### config.mk
export PLATFORM = sky130hd
export DESIGN_NAME = retospect_lif_core
export DESIGN_NICKNAME = d
export VERILOG_FILES = /design/src/rtl/retospect_neuro_pkg.sv /design/src/rtl/retospect_leak_prescaler.sv /design/src/rtl/retospect_lif_core.sv
export SDC_FILE = /design/constraint.sdc
export NUM_CORES = 1
export LEC_CHECK = 0
export ABC_AREA = 1
export CORE_ASPECT_RATIO = 0.9
export CORE_MARGIN = 1
export CORE_UTILIZATION = 52
export DETAILED_ROUTE_END_ITERATION = 16
export HOLD_SLACK_MARGIN = 0.08
export PLACE_DENSITY = 0.79
export RECOVER_POWER = 25
export SLEW_MARGIN = 20
export SYNTH_ARGS = -nofsm -noshare
export SYNTH_HDL_FRONTEND = slang
export SYNTH_SLANG_ARGS = --single-unit
export TNS_END_PERCENT = 5
### constraint.sdc
create_clock -name clk -period 4.82 [get_ports clk]
set_input_delay 0.964 -clock clk [delete_from_list [all_inputs] [get_ports clk]]
set_output_delay 0.964 -clock clk [all_outputs]
set_load 0.01 [all_outputs]
### src/rtl/retospect_neuro_pkg.sv
// Shared constants for the CNB configuration chain and the LIF compute core.
// The weight slice offsets are common to the chain and the core.
package retospect_neuro_pkg;

  localparam int N_SYN      = 4;
  localparam int W_W        = 3;
  localparam int UT_W       = 4;
  localparam int DSEL_W     = 3;
  localparam int CFG_W_BITS = N_SYN * W_W;
  localparam int CFG_BITS   = 19;

  localparam int W1_LSB = 0;
  localparam int W2_LSB = 3;
  localparam int W3_LSB = 6;
  localparam int W4_LSB = 9;

  // Parallel view of the chain contents, MSB first as shifted in.
  typedef struct packed {
    logic [DSEL_W-1:0]     dsel;
    logic [UT_W-1:0]       ut;
    logic [CFG_W_BITS-1:0] w;
  } cfg_t;

  function automatic logic signed [W_W-1:0] weight_at(input logic [CFG_W_BITS-1:0] w,
                                                      input int idx);
    return w[idx*W_W +: W_W];
  endfunction

endpackage

### src/rtl/retospect_leak_prescaler.sv
// Leak prescaler: counts cycles and emits a tick every 2^sel cycles (sel=0 holds it at 0).
// A larger count left over after a sel change runs up to its maximum and wraps.
module retospect_leak_prescaler
  import retospect_neuro_pkg::*;
#(
  parameter int PRESCALE_W = 7
) (
  input  logic              clk,
  input  logic              reset,
  input  logic              clear_i,
  input  logic [DSEL_W-1:0] sel_i,
  output logic              tick_o
);

  logic [PRESCALE_W-1:0] count_q, count_d;
  logic [PRESCALE_W-1:0] termVal;

  // Terminal count 2^sel - 1 is a run of sel ones from the LSB.
  always_comb begin
    termVal = '0;
    for (int i = 0; i < PRESCALE_W; i++) begin
      termVal[i] = (i < int'(sel_i));
    end
  end

  assign tick_o = (sel_i != '0) && (count_q == termVal);

  always_comb begin
    count_d = count_q + PRESCALE_W'(1);
    if (clear_i || (sel_i == '0) || tick_o) begin
      count_d = '0;
    end
  end

  always_ff @(posedge clk or posedge reset) begin
    if (reset) begin
      count_q <= '0;
    end else begin
      count_q <= count_d;
    end
  end

endmodule

### src/rtl/retospect_lif_core.sv
// Leaky integrate-and-fire core for one CNB, frozen and cleared while config_en is high.
// Optional fire counter output enabled by defining RETOSPECT_SPIKE_COUNT_EN.
module retospect_lif_core
  import retospect_neuro_pkg::*;
#(
  parameter int POT_W      = 6,
  parameter int REFRACT    = 2,
  parameter int PRESCALE_W = 7
) (
  input  logic                    clk,
  input  logic                    reset,
  input  logic                    config_en,
  input  logic [CFG_W_BITS-1:0]   cfg_w,
  input  logic [UT_W-1:0]         cfg_ut,
  input  logic [DSEL_W-1:0]       cfg_decay_sel,
  input  logic [N_SYN-1:0]        spike_in,
  output logic                    spike_out,
  output logic signed [POT_W-1:0] pot_out
`ifdef RETOSPECT_SPIKE_COUNT_EN
  ,
  output logic [7:0]              spike_count
`endif
);

  localparam int EXT_W = ((POT_W > 5) ? POT_W : 5) + 2;
  localparam int RW    = (REFRACT > 0) ? $clog2(REFRACT + 1) : 1;
  localparam logic signed [EXT_W-1:0] POT_MAX = EXT_W'((1 << (POT_W - 1)) - 1);
  localparam logic signed [EXT_W-1:0] POT_MIN = EXT_W'(-(1 << (POT_W - 1)));
  localparam logic [RW-1:0] REFRACT_LOAD = RW'(REFRACT);

  cfg_t cfg;
  logic signed [POT_W-1:0] pot_q, pot_d;
  logic                    spike_q, spike_d;
  logic [RW-1:0]           refr_q, refr_d;
  logic                    leakTick, fireNow;
  logic signed [EXT_W-1:0] synSum, leakDelta, rawSum, satSum, utExt;

  assign cfg = '{dsel: cfg_decay_sel, ut: cfg_ut, w: cfg_w};

  retospect_leak_prescaler #(.PRESCALE_W(PRESCALE_W)) u_prescaler (
    .clk     (clk),
    .reset   (reset),
    .clear_i (config_en),
    .sel_i   (cfg.dsel),
    .tick_o  (leakTick)
  );

  always_comb begin
    synSum = '0;
    for (int i = 0; i < N_SYN; i++) begin
      if (spike_in[i]) begin
        synSum = synSum + EXT_W'(weight_at(cfg.w, i));
      end
    end
  end

  // Leak pulls toward zero, judged on the potential before this cycle's input.
  always_comb begin
    leakDelta = '0;
    if (leakTick) begin
      if (pot_q > 0) begin
        leakDelta = EXT_W'(-1);
      end else if (pot_q < 0) begin
        leakDelta = EXT_W'(1);
      end
    end
    rawSum = EXT_W'(pot_q) + synSum + leakDelta;
    if (rawSum > POT_MAX) begin
      satSum = POT_MAX;
    end else if (rawSum < POT_MIN) begin
      satSum = POT_MIN;
    end else begin
      satSum = rawSum;
    end
    utExt = $signed({{(EXT_W - UT_W){1'b0}}, cfg.ut});
  end

  assign fireNow = !config_en && (refr_q == '0) && (satSum > utExt);

  always_comb begin
    pot_d   = pot_q;
    spike_d = 1'b0;
    refr_d  = refr_q;
    if (config_en) begin
      pot_d  = '0;
      refr_d = '0;
    end else if (refr_q != '0) begin
      pot_d  = '0;
      refr_d = refr_q - RW'(1);
    end else if (fireNow) begin
      pot_d   = '0;
      spike_d = 1'b1;
      refr_d  = REFRACT_LOAD;
    end else begin
      pot_d = satSum[POT_W-1:0];
    end
  end

  always_ff @(posedge clk or posedge reset) begin
    if (reset) begin
      pot_q   <= '0;
      spike_q <= 1'b0;
      refr_q  <= '0;
    end else begin
      pot_q   <= pot_d;
      spike_q <= spike_d;
      refr_q  <= refr_d;
    end
  end

  assign pot_out   = pot_q;
  assign spike_out = spike_q;

`ifdef RETOSPECT_SPIKE_COUNT_EN
  logic [7:0] count_q, count_d;

  always_comb begin
    count_d = count_q;
    if (config_en) begin
      count_d = '0;
    end else if (fireNow && (count_q != 8'hFF)) begin
      count_d = count_q + 8'd1;
    end
  end

  always_ff @(posedge clk or posedge reset) begin
    if (reset) begin
      count_q <= '0;
    end else begin
      count_q <= count_d;
    end
  end

  assign spike_count = count_q;
`endif

endmodule
==> results of run 1 <==
-- per-stage QoR --
step | worst slack, ns | hold WS (ns) | setup TNS [ns] | cells
finish | -3.12 | 0.565 | -26.22 | 598
global route | -3.37 | 0.580 | -28.46 | 598
CTS | -2.75 | 0.563 | -22.86 | 592
detailed placement | -3.75 | 0.546 | -31.98 | 561
global placement | -3.48 | 0.508 | -29.62 | 561
floorplan | -2.72 | 0.476 | -22.60 | 384
-- Yosys cell counts (all sizes together) --
library cell / n
nand2: 104
inv: 83
nor2: 34
ha: 30
nand3: 25
o21ai: 19
a21oi: 16
dfrtp: 16
fa: 13
xor2: 10
nand4: 6
or2: 5
nor3: 4
xnor2: 4
a211oi: 3
nand3b: 3
a31oi: 2
buf: 2
nor3b: 2
and2: 1
clkbuf: 1
o41ai: 1
-- repair_timing --
| item | CTS | global route |
|---|---|---|
| setup endpoints to repair | 9 | 9 |
| pin swaps | 58 | 52 |
| setup buffers | 27 | 7 |
| gates resized for setup | 77 | 47 |
-- final timing paths --
check / slack, ns / cells after the start / endpoint / from
hold reg to reg: 0.56 / 2 / refr_q[0] / refr_q[0]
setup reg to reg: -0.64 / 34 / pot_out[3] / u_prescaler.count_q[3]
max in group asynchronous: 3.13 / 2 / pot_out[1] / reset
setup / recovery: -3.12 / 44 / pot_out[3] / cfg_w[2]
hold / removal: 0.56 / 2 / refr_q[0] / refr_q[0]
min in group asynchronous: 1.28 / 2 / pot_out[3] / reset
-- layer usage --
metal	wire length [um]	up-vias	GRT usage (%)
li1	-	1498	-
met1	4280	1649	45.0
met5	0	-	0
met2	5780	353	66.3
met3	1170	131	4.21
met4	1030	0	20.5
-- power by group through the flow --
stage | Combinational (mW) | Sequential [mW] | Clock [mW]
5_1_grt | 2.09 | 0.185 | 0.124
2_1_floorplan | 0.786 | 0.186 | 0
4_1_cts | 1.53 | 0.182 | 0.120
3_5_place_dp | 1.33 | 0.184 | 0
3_3_place_gp | 1.27 | 0.183 | 0
6_report | 2.00 | 0.186 | 0.122
-- kinds of logic after synthesis --
logic type      count (synthesis)
xor+xnor                       14
flops                          16
fa+ha+maj                      43
buf+inv                        86
simple gates                  184
compound gates                 41
-- worst max-delay path: cells and delay by family --
kind / cells / cell delay (ns)
adder cells (fa/ha/maj): 7 / 2.25
AND/OR/NAND/NOR: 16 / 2.00
AO/OA/AOI/OAI: 10 / 1.82
buffers and inverters: 10 / 0.90
XOR/XNOR: 1 / 0.18
-- sequential cells by signal, summed over array words and instances (netlist names) --
signal	flops
u_prescaler.count_q	7
pot_out	6
refr_q	2
spike_out	1
-- cell usage in the layout, fill, tap and decap left out, types with 11 or more instances in the layout --
cell type and instances:
nand2_2 20, dfrtp_1 16, nand3_1 19, nor2_1 23, ha_4 14, clkdlybuf4s50_1 24, inv_1 69, fa_1 11
ha_1 13, buf_4 113, nand2_1 80
-- layout make-up --
type / instances / area (sq um) / share of cell area, %
multi-input combinational: 282 / 2320 / 52.9
timing repair buffer: 148 / 1200 / 27.5
sequential: 16 / 400 / 9.14
inverter: 83 / 322 / 7.34
tap: 65 / 81.3 / 1.86
clock buffer: 4 / 55.1 / 1.26
==> impl_results.md, run 1 <==
- Outcome: complete, but fails checks
- Failing checks: negative setup slack
- Post-synthesis xor/xnor area fraction: 4.69%
- Final setup margin: -3.12 ns
- Yosys warnings: 0
- Die area: 5310 sq um
- Clock power share: 5.3%
- Register area share after synthesis: 15.3%
- Synth area leaders: dfrtp_1 15%, ha_1 14%, nand2_1 14%
- TritonCTS clock tree: yes
- Worst skew pair latency: 0.25 ns
- Fraction of layout cells with a size suffix above 1: 44.5%
- Crit Path Max Fanout: 7
- Area after DPL: 3690 sq um
- P_leak: 2.31 nW
- Fin. max-slew vios: 0
- Pwr/cell area: 526 nW/um^2
- Die X: 76.7 um
- WL/cell: 20.5 um
- Power Total: 2.31 mW
- CP Launch Type: primary input
- P_sw: 1.15 mW
- Mapped Cells: 384
- Core area: 4830 sq um
- Worst hold path type: reg2reg
- GP Congestion: 0.881
- GRT overflow: 0
- # clock sinks: 16
- Design area: 4380 sq um
- Starting DRT DRC Count: 378
- Die Ht: 69.2 um
- Main combinational cell family by area after synthesis: simple AND/OR/NAND/NOR gates
- Final nets: 603
- Fillers: 195
- Fmax: 0.126 GHz
- Initial antenna violation count: 0
- Vias per cell: 6.07
- Vias in the first global route: 3450
- Worst Path Required: 4.99 ns
- Most used cell along the critical path: inv_2
- # DRC: 0
- First-pass GRT wire length: 16000 um
- Unrepaired setup endpoints after global routing: true
- Comb pwr share: 86.6%
- Category of the most critical setup path: in2reg
- Minimum clock period: 7.94 ns
- CTS clk-pin slew, worst paths: 0.07 ns
- Hold Fails Final Rpt: 0
- Net Sw Frac: 49.8%
- Slowest stage delay, CP: 0.53 ns
- Overall routing resource usage: 37.8%
- Largest net degree at the start of global routing: 17
- Cell taking the most area after synthesis: dfrtp_1
- Synth Net Count: 453
- Synth cell types: 34
- Number of synthesized register bits: 16
- Worst EP arrival: 8.11 ns
- Worst setup EP type: flop
- Layout Utilization: 90.7%
- P&R area growth vs syn: 67.8%
- Number of CTS-inserted buffers: 3
- Post-Synth Simple-Gate Area: 33.2%
- Slowest CP cell: fa_1
- Antenna viol nets, final: 0
- Sequential power share: 8.1%
- Post-Synth Adder-Cell Area: 24.3%
- Max-Cap Viols: 0
- Max IR drop VDD: 0.000527 V
- CTS root buffer: clkbuf_8
- CTS Buffer Depth: 2
- I/O Pins: 33
- Post-synthesis mux area share: 0%
- Final setup viols: 9
- Final WL: 12300 um
- Final worst path period share: 165%
- Slew HR: 57.3%
- Routed vias: 3631
- # diodes: 0
- Area fraction of the dominant cell type after synthesis: 15.3%
- Port bufs: 32
- Internal power: 1.16 mW
- Starting Density: 54.0%
- Synth Area in Compound Gates: 9.53%
- Drt first pass iters: 6
- Post-DP HPWL: 5810 um
- Mean Syn Cell Area: 6.80 sq um
- Worst-Margin Slew: 0.640 ns
- Num rows: 24
- Skew final: 0.00174 ns
- Cell area after synthesis: 2610 sq um
- CTS Hold Buffers Added: 0
- H-tree levels: 1
Power figures use the tool's default switching activity.
==> run 2, diff against run 1 <==
--- a/config.mk
+++ b/config.mk
@@ -5,13 +5,12 @@
 export SDC_FILE = /design/constraint.sdc
 export NUM_CORES = 1
 export LEC_CHECK = 0
-export ABC_AREA = 1
 export CORE_ASPECT_RATIO = 0.9
 export CORE_MARGIN = 1
-export CORE_UTILIZATION = 52
+export CORE_UTILIZATION = 51
 export DETAILED_ROUTE_END_ITERATION = 16
 export HOLD_SLACK_MARGIN = 0.08
-export PLACE_DENSITY = 0.79
+export PLACE_DENSITY = 0.78
 export RECOVER_POWER = 25
 export SLEW_MARGIN = 20
 export SYNTH_ARGS = -nofsm -noshare
==> run 2 against run 1 <==
Against the previous run:
- the run still ends with negative setup slack left
- critical path depth shrank 4
- non-clock buffer count shrank 22
- largest cell class unchanged
- critical endpoint is now refr_q[1]
- combinational power down 11%
- highest routed layer unchanged
- synthesized cell count shrank 24%
==> impl_results.md, run 2 <==
- Slowest CP cell: fa_1
- Die area: 5070 sq um
- TritonCTS clock tree: yes
- Synth cell types: 50
- Worst EP arrival: 8.36 ns
- Outcome: complete, but fails checks
- # diodes: 0
- Final setup margin: -3.40 ns
- P&R area growth vs syn: 60.4%
- Largest register FFs: 7
- Worst-Margin Slew: 0.630 ns
- Initial antenna violation count: 0
- Cell taking the most area after synthesis: dfrtp_1
- Die Ht: 67.6 um
- CTS Buffer Depth: 2
- Placed insts: 457
- Worst setup EP type: flop
- Synth Flop Type: dfrtp_1
- Design area: 3920 sq um
- Area after DPL: 3510 sq um
- Fraction of layout cells with a size suffix above 1: 40.8%
- Hold Fails Final Rpt: 0
- CTS root buffer: clkbuf_8
- Post-DP HPWL: 5250 um
- P_leak: 1.89 nW
- Drt first pass iters: 4
- Final setup viols: 9
- Final WL: 7890 um
- Skew final: 0.00124 ns
- First-pass GRT wire length: 11200 um
- Cell area after synthesis: 2440 sq um
- Category of the most critical setup path: in2reg
- Port bufs: 32
- Hold Path Sink: refr_q[0]
- Failing checks: negative setup slack
- Worst setup path startpoint: spike_in[0]
- Top reg by flops: u_prescaler.count_q
- Antenna viol nets, final: 0
- Mapped Cells: 290
- Place WS: -4.14 ns
- Fin. max-slew vios: 0
- Final worst path period share: 171%
- # DRC: 0
- Layout Utilization: 86.7%
- Slowest stage delay, CP: 0.57 ns
- Most frequent cell after synthesis: inv_1
- Die X: 74.9 um
- Crit Path Max Fanout: 5
- Starting DRT DRC Count: 128
- Register area share after synthesis: 16.4%
- Depth of the worst hold-timing path: 2
- # clock sinks: 16
- Commonest non-fill, non-tap cell in the layout: buf_4
- Starting Density: 54.0%
- Bufs and invs on worst path: 6
- H-tree levels: 1
- Fillers: 243
- Final TNS setup: -26.16 ns
- Unrepaired setup endpoints after global routing: true
- Num rows: 23
- GRT overflow: 0
- Routed vias: 2598
- Worst R2R End: refr_q[1]
- I/O Pins: 33
- Post-synth EDFFs: 0
- CTS clk-pin slew, worst paths: 0.06 ns
- Synth area leaders: dfrtp_1 16%, ha_1 15%, fa_1 11%
- Yosys warnings: 0
- Synth Net Count: 359
- Post-synth ARST share: 100%
- Mean Syn Cell Area: 8.42 sq um
- Most frequent cells in the layout: 92 x buf_4, 34 x inv_1, 24 x clkdlybuf4s50_1
- Largest net degree at the start of global routing: 17
- Slew HR: 57.9%
- Vias per cell: 5.46
- Most frequent cells after synthesis: 39 x inv_1, 30 x ha_1, 22 x nand2_1
- Overall routing resource usage: 29.6%
- Area fraction of the dominant cell type after synthesis: 16.4%
- R2R Path Start: u_prescaler.count_q[3]
- Fmax: 0.122 GHz
- CP Launch Type: primary input
- Number of CTS-inserted buffers: 3
- Vias in the first global route: 2616
- Worst Hold Launch: refr_q[0]
- Worst Path Required: 4.96 ns
- CTS Hold Buffers Added: 0
- Max-Cap Viols: 0
- Worst skew pair latency: 0.25 ns
- Pwr/cell area: 533 nW/um^2
- WL/cell: 16.6 um
- Flop-to-flop setup slack: -1.31 ns
- Worst hold path type: reg2reg
- Post-route insts no fill: 476
- Core area: 4520 sq um
- Final nets: 484
- Cell family with most CP delay: adder cells
- Max IR drop VDD: 0.000579 V
- GP Congestion: 0.877
- Number of synthesized register bits: 16
- Minimum clock period: 8.22 ns
- FF-to-FF path depth: 28
## run 2: cell types whose count changed in the layout (fill, tap and decap cells not counted), moves of 8 or more
cell      delta
nand2_1     -62
inv_1       -35
buf_4       -21
nand2_2     -17
nand3_1     -14
nand2b_1    +12
a21o_1       +8
## run 2: layout make-up
type	instances	area, sq um	share of cell area, %
timing repair buffer	126	1020	26.2
sequential	16	400	10.2
inverter	39	146	3.74
clock buffer	4	55.1	1.41
multi-input combinational	229	2210	56.5
tap	62	77.6	1.98
## run 2: cell families after synthesis
logic type      Yosys count  share of synthesized area (%)
simple gates             82                           16.8
compound gates           73                           19.9
xor+xnor                 20                           8.41
mux                      11                           4.77
buf+inv                  45                           7.74
flops                    16                           16.4
fa+ha+maj                43                           26.0
## run 2: worst max path at each step
stage / end / slack (ns) / cells past startpoint
floorplan: refr_q[1] / -3.02 / 37
global placement: refr_q[1] / -3.77 / 38
detailed placement: refr_q[1] / -4.14 / 38
CTS: refr_q[1] / -3.33 / 38
global route: refr_q[1] / -3.70 / 40
finish: refr_q[1] / -3.40 / 40
## run 2: report_power, final
group	internal, mW	total [mW]	switching, mW
clock	0.0725	0.121	0.0485
sequential	0.161	0.175	0.0141
combinational	0.923	1.79	0.867
## run 2: timing repair
item                       4_1_cts  5_1_grt
resized for setup               47       27
setup endpoints to repair        9        9
buffers inserted                12        3
pin swaps                       41       35
## run 2: per-layer routing
metal	track usage [%]	part of all wire [%]
met1	31.6	41
met2	58.1	51
met3	2.99	4.1
met4	13.0	4.0
met5	0	0
## run 2: through the flow
stage,total power [mW],hold WS [ns]
3_3_place_gp,1.46,0.530
5_1_grt,2.23,0.569
2_1_floorplan,0.991,0.475
3_5_place_dp,1.52,0.536
4_1_cts,1.90,0.554
6_report,2.09,0.552
## run 2: tightest hold or removal path, stage by stage, from the launching register on
cell      delay (ns)
dfrtp_1         0.37
nand2b_1        0.08
mux2i_1         0.06
==> run 3, diff against run 2 <==
--- a/config.mk
+++ b/config.mk
@@ -12,6 +12,7 @@
 export HOLD_SLACK_MARGIN = 0.08
 export PLACE_DENSITY = 0.78
 export RECOVER_POWER = 25
+export SETUP_SLACK_MARGIN = 0.05
 export SLEW_MARGIN = 20
 export SYNTH_ARGS = -nofsm -noshare
 export SYNTH_HDL_FRONTEND = slang
==> results of run 3 <==
Same layout as run 2: the final DEF is identical, and so are final timing and power.
